`config.mk`:
```
export PLATFORM = sky130hd
export DESIGN_NAME = spi_target
export DESIGN_NICKNAME = d
export VERILOG_FILES = /design/src/rtl/spi_pkg.sv /design/src/rtl/spi_target_rx_fifo.sv /design/src/rtl/spi_target.sv
export SDC_FILE = /design/constraint.sdc
export NUM_CORES = 1
export LEC_CHECK = 0
export CAP_MARGIN = 20
export CORE_MARGIN = 4
export CORE_UTILIZATION = 50
export CTS_CLUSTER_SIZE = 24
export DETAILED_ROUTE_END_ITERATION = 7
export HOLD_SLACK_MARGIN = 0.05
export PLACE_DENSITY = 0.74
export SLEW_MARGIN = 20
export SYNTH_ARGS = -nofsm -noshare
export SYNTH_HDL_FRONTEND = slang
export SYNTH_HIERARCHICAL = 1
export SYNTH_SLANG_ARGS = --single-unit
```
`constraint.sdc`:
```
create_clock -name clk -period 2.3 [get_ports clk]
set_clock_uncertainty 0.2 [all_clocks]
set_input_delay 0.69 -clock clk [delete_from_list [all_inputs] [get_ports clk]]
set_output_delay 0.69 -clock clk [all_outputs]
set_load 0.02 [all_outputs]
```
`src/rtl/spi_pkg.sv`:
```
// Shared types and constants for the SPI target.
package spi_pkg;

  localparam int unsigned SPI_BYTE_BITS = 8;
  localparam int unsigned SPI_CNT_W     = 3;

  typedef logic [SPI_BYTE_BITS-1:0] spi_byte_t;

  typedef enum logic {
    IDLE   = 1'b0,
    ACTIVE = 1'b1
  } spi_state_t;

endpackage

```
`src/rtl/spi_target_rx_fifo.sv`:
```
// Receive FIFO: circular buffer, pointers carry an extra wrap bit for full/empty.
module spi_target_rx_fifo
  import spi_pkg::*;
#(
  parameter int unsigned LGDEPTH = 2
) (
  input  logic      clk,
  input  logic      resetn,
  input  logic      push,
  input  spi_byte_t push_data,
  input  logic      pop,
  output spi_byte_t head_c,
  output logic      empty_c,
  output logic      full_c
);

  localparam int unsigned DEPTH = 1 << LGDEPTH;
  localparam int unsigned PTR_W = LGDEPTH + 1;

  logic [PTR_W-1:0] wr_ptr;
  logic [PTR_W-1:0] rd_ptr;
  spi_byte_t        mem [DEPTH];

  assign empty_c = (wr_ptr == rd_ptr);
  assign full_c  = (wr_ptr[LGDEPTH] != rd_ptr[LGDEPTH]) &&
                   (wr_ptr[LGDEPTH-1:0] == rd_ptr[LGDEPTH-1:0]);
  assign head_c  = mem[rd_ptr[LGDEPTH-1:0]];

  // Storage and pointer update; push and pop may coincide in any state.
  always_ff @(posedge clk or negedge resetn) begin
    if (!resetn) begin
      wr_ptr <= '0;
      rd_ptr <= '0;
      for (int i = 0; i < DEPTH; i++) mem[i] <= '0;
    end else begin
      if (push) begin
        mem[wr_ptr[LGDEPTH-1:0]] <= push_data;
        wr_ptr <= wr_ptr + PTR_W'(1);
      end
      if (pop) rd_ptr <= rd_ptr + PTR_W'(1);
    end
  end

endmodule

```
`src/rtl/spi_target.sv`:
```
// SPI mode-0 target: oversampled pins, MSB-first rx/tx byte streams.
// Optional receive FIFO selected by SPI_TARGET_RX_FIFO_EN.
module spi_target
  import spi_pkg::*;
#(
  parameter int unsigned SYNC_STAGES = 2,
  parameter spi_byte_t   FILL_BYTE   = 8'hff,
  parameter int unsigned RX_LGDEPTH  = 2
) (
  input  logic      clk,
  input  logic      resetn,
  input  logic      spi_clk,
  input  logic      spi_mosi,
  input  logic      spi_csn,
  output logic      spi_miso,
  output logic      rx_valid,
  output spi_byte_t rx_data,
  input  logic      rx_ready,
  input  logic      tx_valid,
  input  spi_byte_t tx_data,
  output logic      tx_ready,
  output logic      rx_overrun,
  output logic      tx_underrun
);

  if (SYNC_STAGES < 2 || RX_LGDEPTH < 1) begin : g_param_check
    $error("spi_target: SYNC_STAGES must be >= 2 and RX_LGDEPTH >= 1");
  end

  logic [SYNC_STAGES-1:0] sclk_sync;
  logic [SYNC_STAGES-1:0] mosi_sync;
  logic [SYNC_STAGES-1:0] csn_sync;
  logic                   sclk_d;
  logic                   csn_d;
  logic                   sclk_s;
  logic                   mosi_s;
  logic                   csn_s;
  logic                   rise_c;
  logic                   fall_c;
  logic                   csn_fall_c;

  spi_state_t             state;
  spi_state_t             state_d;
  logic [SPI_CNT_W-1:0]   bit_cnt;
  logic [6:0]             rx_shift;
  logic [6:0]             tx_rest;
  logic                   byte_end;
  spi_byte_t              hold;

  logic                   start_c;
  logic                   abort_c;
  logic                   rx_shift_en_c;
  logic                   deliver_c;
  logic                   load_c;
  logic                   tx_shift_en_c;
  spi_byte_t              rx_byte_c;

  // Pin synchronisers plus one delayed copy of sclk/csn for edge detection.
  always_ff @(posedge clk or negedge resetn) begin
    if (!resetn) begin
      sclk_sync <= '0;
      mosi_sync <= '0;
      csn_sync  <= '1;
      sclk_d    <= 1'b0;
      csn_d     <= 1'b1;
    end else begin
      sclk_sync <= {sclk_sync[SYNC_STAGES-2:0], spi_clk};
      mosi_sync <= {mosi_sync[SYNC_STAGES-2:0], spi_mosi};
      csn_sync  <= {csn_sync[SYNC_STAGES-2:0], spi_csn};
      sclk_d    <= sclk_s;
      csn_d     <= csn_s;
    end
  end

  assign sclk_s     = sclk_sync[SYNC_STAGES-1];
  assign mosi_s     = mosi_sync[SYNC_STAGES-1];
  assign csn_s      = csn_sync[SYNC_STAGES-1];
  assign rise_c     = sclk_s && !sclk_d;
  assign fall_c     = !sclk_s && sclk_d;
  assign csn_fall_c = !csn_s && csn_d;
  assign rx_byte_c  = {rx_shift, mosi_s};

  // State register.
  always_ff @(posedge clk or negedge resetn) begin
    if (!resetn) state <= IDLE;
    else         state <= state_d;
  end

  // Next state and per-cycle datapath strobes.
  always_comb begin
    state_d       = state;
    start_c       = 1'b0;
    abort_c       = 1'b0;
    rx_shift_en_c = 1'b0;
    deliver_c     = 1'b0;
    load_c        = 1'b0;
    tx_shift_en_c = 1'b0;
    case (state)
      IDLE: begin
        if (csn_fall_c) begin
          state_d = ACTIVE;
          start_c = 1'b1;
          load_c  = 1'b1;
        end
      end
      ACTIVE: begin
        if (csn_s) begin
          state_d = IDLE;
          abort_c = 1'b1;
        end else if (rise_c) begin
          rx_shift_en_c = 1'b1;
          deliver_c     = (bit_cnt == SPI_CNT_W'(7));
        end else if (fall_c) begin
          load_c        = byte_end;
          tx_shift_en_c = !byte_end;
        end
      end
      default: state_d = IDLE;
    endcase
  end

  // Bit counter and receive shifter; byte_end arms the reload on the next fall.
  always_ff @(posedge clk or negedge resetn) begin
    if (!resetn) begin
      bit_cnt  <= '0;
      rx_shift <= '0;
      byte_end <= 1'b0;
    end else begin
      if (start_c || abort_c) begin
        bit_cnt  <= '0;
        rx_shift <= '0;
        byte_end <= 1'b0;
      end else if (rx_shift_en_c) begin
        rx_shift <= {rx_shift[5:0], mosi_s};
        bit_cnt  <= bit_cnt + SPI_CNT_W'(1);
        if (deliver_c) byte_end <= 1'b1;
      end else if (load_c) begin
        byte_end <= 1'b0;
      end
    end
  end

  // Transmit holding register, MISO shifter and underrun pulse.
  always_ff @(posedge clk or negedge resetn) begin
    if (!resetn) begin
      hold        <= '0;
      tx_ready    <= 1'b1;
      tx_rest     <= '0;
      spi_miso    <= 1'b1;
      tx_underrun <= 1'b0;
    end else begin
      tx_underrun <= 1'b0;
      if (load_c) begin
        if (!tx_ready) begin
          tx_rest  <= hold[6:0];
          spi_miso <= hold[7];
          tx_ready <= 1'b1;
        end else begin
          tx_rest     <= FILL_BYTE[6:0];
          spi_miso    <= FILL_BYTE[7];
          tx_underrun <= 1'b1;
        end
      end else if (tx_shift_en_c) begin
        tx_rest  <= {tx_rest[5:0], 1'b0};
        spi_miso <= tx_rest[6];
      end else if (state == IDLE || abort_c) begin
        spi_miso <= 1'b1;
      end
      // A handshake only happens while empty, so it never collides with a hold load.
      if (tx_valid && tx_ready) begin
        hold     <= tx_data;
        tx_ready <= 1'b0;
      end
    end
  end

`ifdef SPI_TARGET_RX_FIFO_EN
  logic      fifo_empty_c;
  logic      fifo_full_c;
  logic      fifo_pop_c;
  logic      fifo_push_c;
  spi_byte_t fifo_head_c;

  assign fifo_pop_c  = rx_ready && !fifo_empty_c;
  assign fifo_push_c = deliver_c && (!fifo_full_c || fifo_pop_c);
  assign rx_valid    = !fifo_empty_c;
  assign rx_data     = fifo_head_c;

  spi_target_rx_fifo #(
    .LGDEPTH (RX_LGDEPTH)
  ) u_rx_fifo (
    .clk       (clk),
    .resetn    (resetn),
    .push      (fifo_push_c),
    .push_data (rx_byte_c),
    .pop       (fifo_pop_c),
    .head_c    (fifo_head_c),
    .empty_c   (fifo_empty_c),
    .full_c    (fifo_full_c)
  );

  // Overrun when a byte arrives at a full FIFO that is not draining this cycle.
  always_ff @(posedge clk or negedge resetn) begin
    if (!resetn) rx_overrun <= 1'b0;
    else         rx_overrun <= deliver_c && fifo_full_c && !fifo_pop_c;
  end
`else
  // Single receive register: replace on same-cycle consume, drop otherwise.
  always_ff @(posedge clk or negedge resetn) begin
    if (!resetn) begin
      rx_valid   <= 1'b0;
      rx_data    <= '0;
      rx_overrun <= 1'b0;
    end else begin
      rx_overrun <= 1'b0;
      if (deliver_c) begin
        if (!rx_valid || rx_ready) begin
          rx_data  <= rx_byte_c;
          rx_valid <= 1'b1;
        end else begin
          rx_overrun <= 1'b1;
        end
      end else if (rx_valid && rx_ready) begin
        rx_valid <= 1'b0;
      end
    end
  end
`endif

endmodule

```
==> flow_metrics.tcl <==
set metrics [dict create \
    min_from "mosi_sync[0]" \
    fill_cells 311 \
    post-route-util_pct 63.4 \
    dp_hpwl_um 2580 \
    dr.pass1.iters 4 \
    core_um2 3720 \
    p_leak_nw 1.06 \
    run_status "finished, final reports clean" \
    grtUsageTotal_pct 15.6 \
    critPathKind "flip-flop to output port" \
    synth-seq-cells 48 \
    rr_startpoint "csn_sync[1]" \
    synthToLayoutAreaGrowth_pct 20.8 \
    worst_pin_slew_ps 533 \
    die-area_um2 4960 \
    hold-path-endpoint "mosi_sync[1]" \
    design_area_um2 2350 \
    grt_max_degree 27 \
    finalHoldViolCount 0 \
    routabilityCongestion 0.728 \
    gr-total-overflow 0 \
    peakVddDrop_mv 0.487 \
    pwr-share-clk_pct 30.2 \
    critPathBufInv 1 \
    period_share_pct 93.8 \
    instances_no_fill 230 \
    viasPerCell 5.52 \
    ant_nets 0 \
    wl_um 3470 \
    placed_cell_area_um2 2260 \
    drtIter0Drc 46 \
    path_max_fanout 2 \
    required_ps 1410 \
    pwr-share-comb_pct 11.9 \
    grt_pass1_wl_um 6090 \
    clock.fmax_ghz 0.464 \
    portBuffers 27 \
    r2r_end "rx_data[1]" \
    clk-insertion-delay-late_ps 300 \
    power.density_nw_per_um2 726 \
    cts.sinks 48 \
    drc 0 \
    initial_core_util_pct 52.5 \
    start_kind "flip-flop" \
    seqPwrFrac_pct 57.9 \
    rsz0062_at_grt "no" \
    hp-class "flip-flop to flip-flop" \
    diodes 0 \
    antenna_found_initial 0 \
    switching_share_pct 24.4 \
    hold_depth 0 \
    num_vias 1269 \
    cp.arrival_ps 1270 \
    finalSetupViolCount 0 \
    syn_avg_cell_area_um2 12.9 \
    num_rows 22 \
    finalSetupTns_ps 0 \
    layout-drive-gt1-share_pct 21.4 \
    slew_violations 0 \
    maxSlewHeadroom_pct 64.3 \
    setup.worst_path.end_class "output port" \
    p_switching_uw 417 \
    max_stage_delay_ps 610 \
    p_int_mw 1.29 \
    reg2reg_depth 3 \
    root_buffer "clkbuf_8" \
    chipHeight_um 70.4 \
    r2r_slack_ps 400 \
    path_clk_slew_ps 90 \
    synth_cell_types 32 \
    die_w_um 70.4 \
    slowest_stage "clkdlybuf4s50_1" \
    grt_pass1_vias 1293 \
    ys_warn_count 6 \
    fin_nets 198 \
    htree_levels 2 \
    cts_buffer_depth 2 \
    synth_seq_area_share_pct 61.9 \
    cp_cell_sequence "clkdlybuf4s50_1" \
    routedWlPerCell_um 15.1 \
    cts_tree "done" \
    hold_buffers 0 \
    synthCells 151 \
    fin_crit_ps 2160 \
    cp_top_family "buffers and inverters" \
    postCtsSetupBuffers 0 \
    dp.cells 222 \
    netlist_area_um2 1950 \
    cts_buffers 5 \
    syn-num-nets 168 \
    ios 28 \
    drv_cap 0 \
]
-- Yosys cell counts --
master / instances / area [um2]
o22ai_1: 2 / 12.5
mux2_2: 16 / 180
a22o_1: 14 / 123
o21ai_0: 13 / 65.1
and2_4: 1 / 8.76
nand2_1: 5 / 18.8
dfrtp_1: 43 / 1080
xnor2_1: 1 / 8.76
o31ai_2: 1 / 12.5
inv_1: 1 / 3.75
a221oi_1: 1 / 8.76
ha_1: 2 / 25.0
and2b_1: 1 / 7.51
buf_6: 3 / 33.8
nor2_1: 20 / 75.1
nor3b_1: 1 / 7.51
mux2i_1: 1 / 10.0
or3b_4: 1 / 11.3
nor3b_2: 1 / 12.5
buf_2: 1 / 5.00
o21bai_1: 1 / 7.51
nor2b_1: 1 / 6.26
dfstp_2: 5 / 131
clkbuf_1: 3 / 11.3
nand3_1: 2 / 10.0
a22oi_1: 1 / 7.51
and4bb_2: 1 / 12.5
buf_4: 1 / 7.51
nand2b_1: 4 / 25.0
a21oi_1: 1 / 5.00
a211o_1: 1 / 8.76
nand4bb_1: 1 / 11.3
-- how the worst max path moves through the flow --
stage | from | to | cells past startpoint
detailed placement | rx_ready | rx_data[4] | 4
global placement | rx_ready | rx_data[0] | 4
floorplan | csn_d | tx_rest[1] | 5
CTS | rx_data[4] | rx_data[4] | 1
global route | rx_data[3] | rx_data[3] | 1
finish | rx_data[4] | rx_data[4] | 1
-- sequential cells by signal, indices dropped and copies added (netlist names) --
name         cells
hold             8
rx_data          8
rx_shift         7
tx_rest          7
bit_cnt          3
csn_sync         2
mosi_sync        2
sclk_sync        2
byte_end         1
csn_d            1
rx_overrun       1
rx_valid         1
sclk_d           1
spi_miso         1
state            1
tx_ready         1
tx_underrun      1
-- power groups by stage --
stage	combinational (mW)	clock, mW	sequential (mW)
3_5_place_dp	0.208	0	1.01
5_1_grt	0.229	0.564	1.00
3_3_place_gp	0.200	0	0.998
6_report	0.203	0.516	0.990
4_1_cts	0.206	0.537	0.990
2_1_floorplan	0.140	0	0.987
-- layout make-up --
class / count / area, um2 / area share (%)
timing repair buffer: 31 / 305 / 13.0
clock inverter: 2 / 15.0 / 0.638
sequential: 48 / 1210 / 51.3
tap: 48 / 60.1 / 2.55
multi-input combinational: 94 / 681 / 28.9
clock buffer: 6 / 82.6 / 3.51
inverter: 1 / 3.75 / 0.159
-- stage by stage --
stage | hold WS (ps) | power (mW) | worst slack, ps
5_1_grt | 169 | 1.80 | 99.2
3_3_place_gp | 135 | 1.20 | 38.1
2_1_floorplan | 131 | 1.13 | 511
3_5_place_dp | 141 | 1.21 | -22.4
4_1_cts | 161 | 1.73 | 112
6_report | 155 | 1.71 | 143
-- cells in the final DEF (no fill, tap or decap), types with 2 or more instances in the layout --
cell | synthesis | layout
o22ai_1 | 2 | 2
buf_4 | 1 | 3
nand3_1 | 2 | 2
clkdlybuf4s50_1 | 0 | 24
nand2b_1 | 4 | 4
dfrtp_1 | 43 | 43
mux2_2 | 16 | 16
clkinvlp_4 | 0 | 2
ha_1 | 2 | 2
clkbuf_8 | 0 | 6
dlygate4sd2_1 | 0 | 2
nor2_1 | 20 | 20
o21ai_0 | 13 | 13
a22o_1 | 14 | 14
dfstp_2 | 5 | 5
nand2_1 | 5 | 5
-- timing repair --
action,4_1_cts,5_1_grt
endpoints found under the hold margin,0,0
setup endpoints to repair,2,0
resized for setup,2,0
-- layer usage --
metal / global-route usage, % / routed length (um) / up-vias
li1: - / - / 597
met3: 4.60 / 203 / 8
met4: 6.17 / 67 / 0
met2: 24.3 / 1680 / 34
met5: 0 / 0 / -
met1: 20.4 / 1510 / 630
-- cell families (layout without fill, tap and decap cells) --
| logic type | count (synthesis) | after routing | share of synthesized area, % |
|---|---|---|---|
| AOI/OAI and AO/OA | 35 | 35 | 12.8 |
| xor gates and xnor gates | 1 | 1 | 0.449 |
| adders and majority gates | 2 | 2 | 1.28 |
| buffers and inverters | 9 | 40 | 3.14 |
| DFF | 48 | 48 | 61.9 |
| muxes | 17 | 17 | 9.76 |
| and+or+nand+nor | 39 | 39 | 10.6 |
(Power assumes the default switching activity.)
